**config.mk**
```make
export PLATFORM = sky130hd
export DESIGN_NAME = risc_ctrl_seq
export DESIGN_NICKNAME = d
export VERILOG_FILES = /design/src/rtl/risc_ctrl_seq.sv
export SDC_FILE = /design/constraint.sdc
export NUM_CORES = 1
export LEC_CHECK = 0
export ABC_AREA = 1
export CORE_AREA = 5 5 42 44
export DETAILED_ROUTE_END_ITERATION = 10
export DIE_AREA = 0 0 47 49
export GPL_TIMING_DRIVEN = 0
export HOLD_SLACK_MARGIN = 0.06
export PLACE_DENSITY = 0.62
export SETUP_SLACK_MARGIN = 0.1
export SLEW_MARGIN = 20
export SYNTH_ARGS = -nofsm -noshare
export SYNTH_HDL_FRONTEND = slang
export SYNTH_SLANG_ARGS = --single-unit
```
**constraint.sdc**
```tcl
create_clock -name clk -period 2.62 [get_ports clk]
set_clock_uncertainty 0.2 [all_clocks]
set_input_delay 0.393 -clock clk [delete_from_list [all_inputs] [get_ports clk]]
set_output_delay 0.393 -clock clk [all_outputs]
set_load 0.03 [all_outputs]
```
**src/rtl/risc_ctrl_seq.sv**
```systemverilog
// Phase sequencer for the 8-bit RISC core: one pass of eight phases per instruction, with memory wait states.
// Optional single-step gate is built when RISC_CTRL_STEP_EN is defined.
module risc_ctrl_seq #(
    parameter int MEM_WAIT = 0
) (
    input  logic       clk,
    input  logic       rst,
    input  logic [2:0] opcode,
    input  logic       zero,
`ifdef RISC_CTRL_STEP_EN
    input  logic       step,
`endif
    output logic       sel,
    output logic       rd,
    output logic       ld_ir,
    output logic       halt,
    output logic       pclk,
    output logic       ldpc,
    output logic       wr,
    output logic       ld_ac,
    output logic       data_e,
    output logic [2:0] phase
);

    typedef enum logic [3:0] {
        S_INST_ADDR  = 4'd0,
        S_INST_FETCH = 4'd1,
        S_INST_LOAD  = 4'd2,
        S_IDLE       = 4'd3,
        S_OP_ADDR    = 4'd4,
        S_OP_FETCH   = 4'd5,
        S_ALU_OP     = 4'd6,
        S_STORE      = 4'd7,
        S_HALTED     = 4'd8,
        S_STEP_WAIT  = 4'd9
    } state_t;

    localparam logic [2:0] WAIT_N = 3'(MEM_WAIT);
    localparam logic [2:0] OP_HLT = 3'd0;
    localparam logic [2:0] OP_SKZ = 3'd1;
    localparam logic [2:0] OP_STO = 3'd6;
    localparam logic [2:0] OP_JMP = 3'd7;

    state_t     r_state;
    logic [2:0] r_wait;
    logic       w_aluop;
    logic       w_jmp;
    logic       w_sto;

    assign w_aluop = (opcode >= 3'd2) && (opcode <= 3'd5);
    assign w_jmp   = (opcode == OP_JMP);
    assign w_sto   = (opcode == OP_STO);

`ifdef RISC_CTRL_STEP_EN
    logic r_step;
    logic w_step_rise;
    assign w_step_rise = step & ~r_step;

    always_ff @(posedge clk or posedge rst) begin
        if (rst) r_step <= 1'b0;
        else     r_step <= step;
    end
`endif

    always_ff @(posedge clk or posedge rst) begin
        if (rst) begin
            r_state <= S_INST_ADDR;
            r_wait  <= 3'd0;
        end else begin
            case (r_state)
                S_INST_ADDR:  r_state <= S_INST_FETCH;
                S_INST_FETCH: begin
                    if (r_wait < WAIT_N) begin
                        r_wait <= r_wait + 3'd1;
                    end else begin
                        r_wait  <= 3'd0;
                        r_state <= S_INST_LOAD;
                    end
                end
                S_INST_LOAD:  r_state <= S_IDLE;
                S_IDLE:       r_state <= S_OP_ADDR;
                S_OP_ADDR:    r_state <= (opcode == OP_HLT) ? S_HALTED : S_OP_FETCH;
                S_OP_FETCH: begin
                    // Only ALU operands actually read memory, so only they wait.
                    if (w_aluop && (r_wait < WAIT_N)) begin
                        r_wait <= r_wait + 3'd1;
                    end else begin
                        r_wait  <= 3'd0;
                        r_state <= S_ALU_OP;
                    end
                end
                S_ALU_OP:     r_state <= S_STORE;
`ifdef RISC_CTRL_STEP_EN
                S_STORE:      r_state <= S_STEP_WAIT;
                S_STEP_WAIT:  if (w_step_rise) r_state <= S_INST_ADDR;
`else
                S_STORE:      r_state <= S_INST_ADDR;
                S_STEP_WAIT:  r_state <= S_INST_ADDR;
`endif
                S_HALTED:     r_state <= S_HALTED;
                default:      r_state <= S_INST_ADDR;
            endcase
        end
    end

    // Outputs depend on the live opcode/zero, so they decode from the state register rather than being registered.
    always_comb begin
        sel    = 1'b0;
        rd     = 1'b0;
        ld_ir  = 1'b0;
        halt   = 1'b0;
        pclk   = 1'b0;
        ldpc   = 1'b0;
        wr     = 1'b0;
        ld_ac  = 1'b0;
        data_e = 1'b0;
        phase  = 3'd7;
        case (r_state)
            S_INST_ADDR:  begin phase = 3'd0; sel = 1'b1; end
            S_INST_FETCH: begin phase = 3'd1; sel = 1'b1; rd = 1'b1; end
            S_INST_LOAD:  begin phase = 3'd2; sel = 1'b1; rd = 1'b1; ld_ir = 1'b1; end
            S_IDLE:       begin phase = 3'd3; sel = 1'b1; rd = 1'b1; ld_ir = 1'b1; end
            S_OP_ADDR:    begin phase = 3'd4; pclk = 1'b1; halt = (opcode == OP_HLT); end
            S_OP_FETCH:   begin phase = 3'd5; rd = w_aluop; end
            S_ALU_OP: begin
                phase  = 3'd6;
                rd     = w_aluop;
                pclk   = (opcode == OP_SKZ) && zero;
                ldpc   = w_jmp;
                data_e = w_sto;
            end
            S_STORE: begin
                phase  = 3'd7;
                rd     = w_aluop;
                ld_ac  = w_aluop;
                pclk   = w_jmp;
                ldpc   = w_jmp;
                wr     = w_sto;
                data_e = w_sto;
            end
            S_HALTED:     halt = 1'b1;
            S_STEP_WAIT:  sel  = 1'b1;
            default:      phase = 3'd7;
        endcase
    end

endmodule
```
* Word-level counts from Yosys, hierarchy flattened
Cells that the tools add are included.
** Word-level totals
- Register bits after elaboration :: 7
- Output and inout port bits :: 12
** Operators by class
- Add/sub/neg operators :: 1
- $lt $le $gt $ge :: 3
- Eq/ne operators :: 14
- Mux-type cells :: 17
- Reduce and logical (&&, ||, !) cells :: 12
** Operators by type and width (count)
- $pmux W4 S8 :: 1
- $pmux W3 S7 :: 1
- $eq A4 B3 Y1 const B :: 4
- $mux W4 :: 3
- $eq A4 B2 Y1 const B :: 2
- $eq A4 B4 Y1 const B :: 2
- $eq A3 B3 Y1 const B :: 2
- $mux W1 :: 6
- $mux W3 :: 2
- $pmux W3 S2 :: 1
- $reduce_or A3 Y1 :: 2
- $reduce_or A5 Y1 :: 1
- $eq A4 B1 Y1 const B :: 1
- $logic_not A4 Y1 :: 1
- $ne A2 B2 Y1 const B :: 2
- $pmux W1 S2 :: 2
- $reduce_or A2 Y1 :: 2
- $add A3 B1 Y3 const B :: 1
- $eq A3 B1 Y1 const B :: 1
- $ge A3 B2 Y1 const B :: 1
- $le A3 B3 Y1 const B :: 1
- $logic_and A1 B1 Y1 :: 3
- $logic_not A3 Y1 :: 1
- $lt A3 B1 Y1 const B :: 1
- 3 further kinds :: 3

* Depth between registers and ports, before layout
- Word-level depth :: 5
- Mapped depth :: 5
- Depth with buffers taken out :: 5

* Worst setup path after synthesis
OpenSTA, ideal clock, no wires.
- Kind :: input port to output port
- Start :: input port opcode[2]
- End :: output port halt
- Arrival :: 1178 ps
- Data required time :: 2027 ps
- Path slack :: 849 ps
- Stages :: 3
- Cells stage by stage :: nor2_1 > nand2_1 > o21ai_1
** Between the ends
- Cells in the longest elaborated chain, start to end :: 2
** RTL lines
- from (decl) :: line 8 : input logic [2:0] opcode,
- $logic_not A3 Y1 :: line 123 : S_OP_ADDR: begin phase = 3'd4; pclk = 1'b1; halt = (opcode == OP_HLT); end
- $pmux W1 S2 :: line 118 : case (r_state)
- to (decl) :: line 16 : output logic halt,
No other way between the ends.

* Worst setup path in the final report
Ends and elaborated chain as after synthesis.

==> results.toml <==
[global_routing]
grt_pass1_vias = 353
grt_max_degree = 8
track_usage_pct = 8.34
grt_overflow_total = 0
grt_pass1_wl_mm = 1.39
antenna_found_initial = 0

[final_layout]
drive_gt1_share_pct = 12.8
final_nets = 86
final_cells = 94
final_common_cell = "nand2_1"
largest_register_ff_count = 4
final_cell_mix = "17 x nand2_1, 11 x nor2_1, 11 x clkdlybuf4s50_1"
antenna_cells = 0
reg_top3 = "r_state x4"
regMostFlops = "r_state"
utilization_pct = 39.3
synthToLayoutAreaGrowth_pct = 64.8

[timing]
whs_ps = 134
setup_ws_ps = 231
rsz0062_at_grt = "false"
worst_pin_slew_ps = 321
period_share_pct = 91.2
max_freq_mhz = 419
finalSetupViolCount = 0
hold_violations = 0
slew_headroom_pct = 78.5
min_period_ps = 2390
slew_violations = 0

[synthesis]
synth-simple-area-share_pct = 50.2
synth_fa_ha_area_share_pct = 0
synth_top_family_by_area = "simple AND/OR/NAND/NOR gates"
ys_seq_area_share_pct = 30.0
synth-compound-area-share_pct = 7.49
ys_ff_latch = 4
yosysWarnings = 0
syn_nets = 64
synth_xor_xnor_area_share_pct = 0
ys_types = 13
synth_mux_area_share_pct = 0
syn_avg_cell_area_um2 = 5.76
syn_area_um2 = 334
synth_cells = 58

[floorplanning]
die_w_um = 47
coreArea_um2 = 1400
dieArea_um2 = 2300
die_h_um = 49
start_util_pct = 23.8
ioPinCount = 18
rows = 14

[drt]
wl_um = 859
wire_per_inst_um = 9.14
routed_via_density = 4.34
first_pass_iters = 4
route.detailed.drc = 0
drt_iter0_drc = 2
vias = 408
ant_nets = 0

[worst_setup_path]
start_kind = "primary input"
startpoint = "opcode[2]"
crit_arrival_ps = 1800
rr_startpoint = "r_state[3]"
reg2reg_depth = 5
endpoint_kind = "output port"
crit_fanout = 4
worstPathRequired_ps = 2030
regToRegSetupSlack_ps = 1410
path_class = "primary input to output port"
reg2reg_to = "r_state[2]"
crit_path_end = "halt"

[clock_network]
htreeDepth = 1
cts_hold_buf = 0
cts.sinks = 4
clockBufferDepth = 2
cts-root-buf = "clkbuf_4"
clk_latency_ps = 230
cts_tree = "done"
cts_buffers = 3
clkTransAtPathRegs_ps = 40

[outcome]
status = "finished clean"

[place]
place.detailed.hpwl_um = 715
post-place-ws_ps = -35.4
io_buffers = 17
gp_congestion = 0.811
dp.cells = 91

[power]
leakage_nw = 0.326
power.ir.vdd_worst_v = 0.000446
powerDensity_nw_per_um2 = 1180

[run]
cap_violations = 0

[worst_hold_path]
hold_class = "primary input to asynchronous set/reset pin"
## through the flow
step | power [mW] | setup TNS [ps] | area [µm²]
after detailed placement | 0.593 | -45.2 | 524
after global routing | 0.703 | 0 | 551
after global placement | 0.587 | -32.0 | 524
after floorplan | 0.418 | 0 | 334
after CTS | 0.661 | 0 | 543
final | 0.647 | 0 | 551
## per-layer routing
metal  global-route usage (%)  wire length (µm)  share of wire, %
met5                        0                 0                 0
met2                     12.2               424                49
met1                     9.56               380                44
met3                     2.21                37               4.3
met4                     6.91                16               1.9
## repair_timing
item                       CTS  global route
gates resized for setup      3             3
setup buffers                0             0
gates cloned                 0             0
setup endpoints to repair    3             3
## kinds of logic after synthesis
logic type | count (synthesis)
buffers and inverters | 11
flip-flops | 4
AO/OA/AOI/OAI | 5
AND/OR/NAND/NOR | 38
## synth_stat cells (all sizes together)
master  instances  area share, %
clkinv          1            1.1
nand3           6             10
nor3            2            4.5
nor2           13             16
nand2          17             19
dfrtp           4             30
inv            10             11
o21ai           5            7.5
## layout make-up
class	count	area, µm²
fill	175	851
multi-input combinational	43	193
timing repair buffer	17	174
sequential	4	100
inverter	11	41.3
clock buffer	3	22.5
tap	16	20.0
## worst max-delay path, stage by stage
cell	delay, ps
clkdlybuf4s50_1	440
nor2_1	260
nand2_1	150
o21ai_1	150
dlygate4sd2_1	410
## power breakdown
| part | switching [mW] | leakage (nW) | internal (mW) | total, mW |
|---|---|---|---|---|
| clock network | 0.0235 | 0.0138 | 0.0511 | 0.0746 |
| logic | 0.275 | 0.263 | 0.163 | 0.438 |
| registers | 0.0469 | 0.0494 | 0.0876 | 0.135 |
## worst min path at each step
stage	startpoint	to	slack, ps	depth (start not counted)
floorplan	rst	r_state[0]	-40	1
global placement	r_state[3]	r_state[1]	340	1
detailed placement	r_state[3]	r_state[1]	340	1
CTS	rst	r_state[0]	130	2
global route	rst	r_state[2]	140	2
finish	rst	r_state[0]	130	2
No activity file was read; power rests on OpenSTA's default activity.
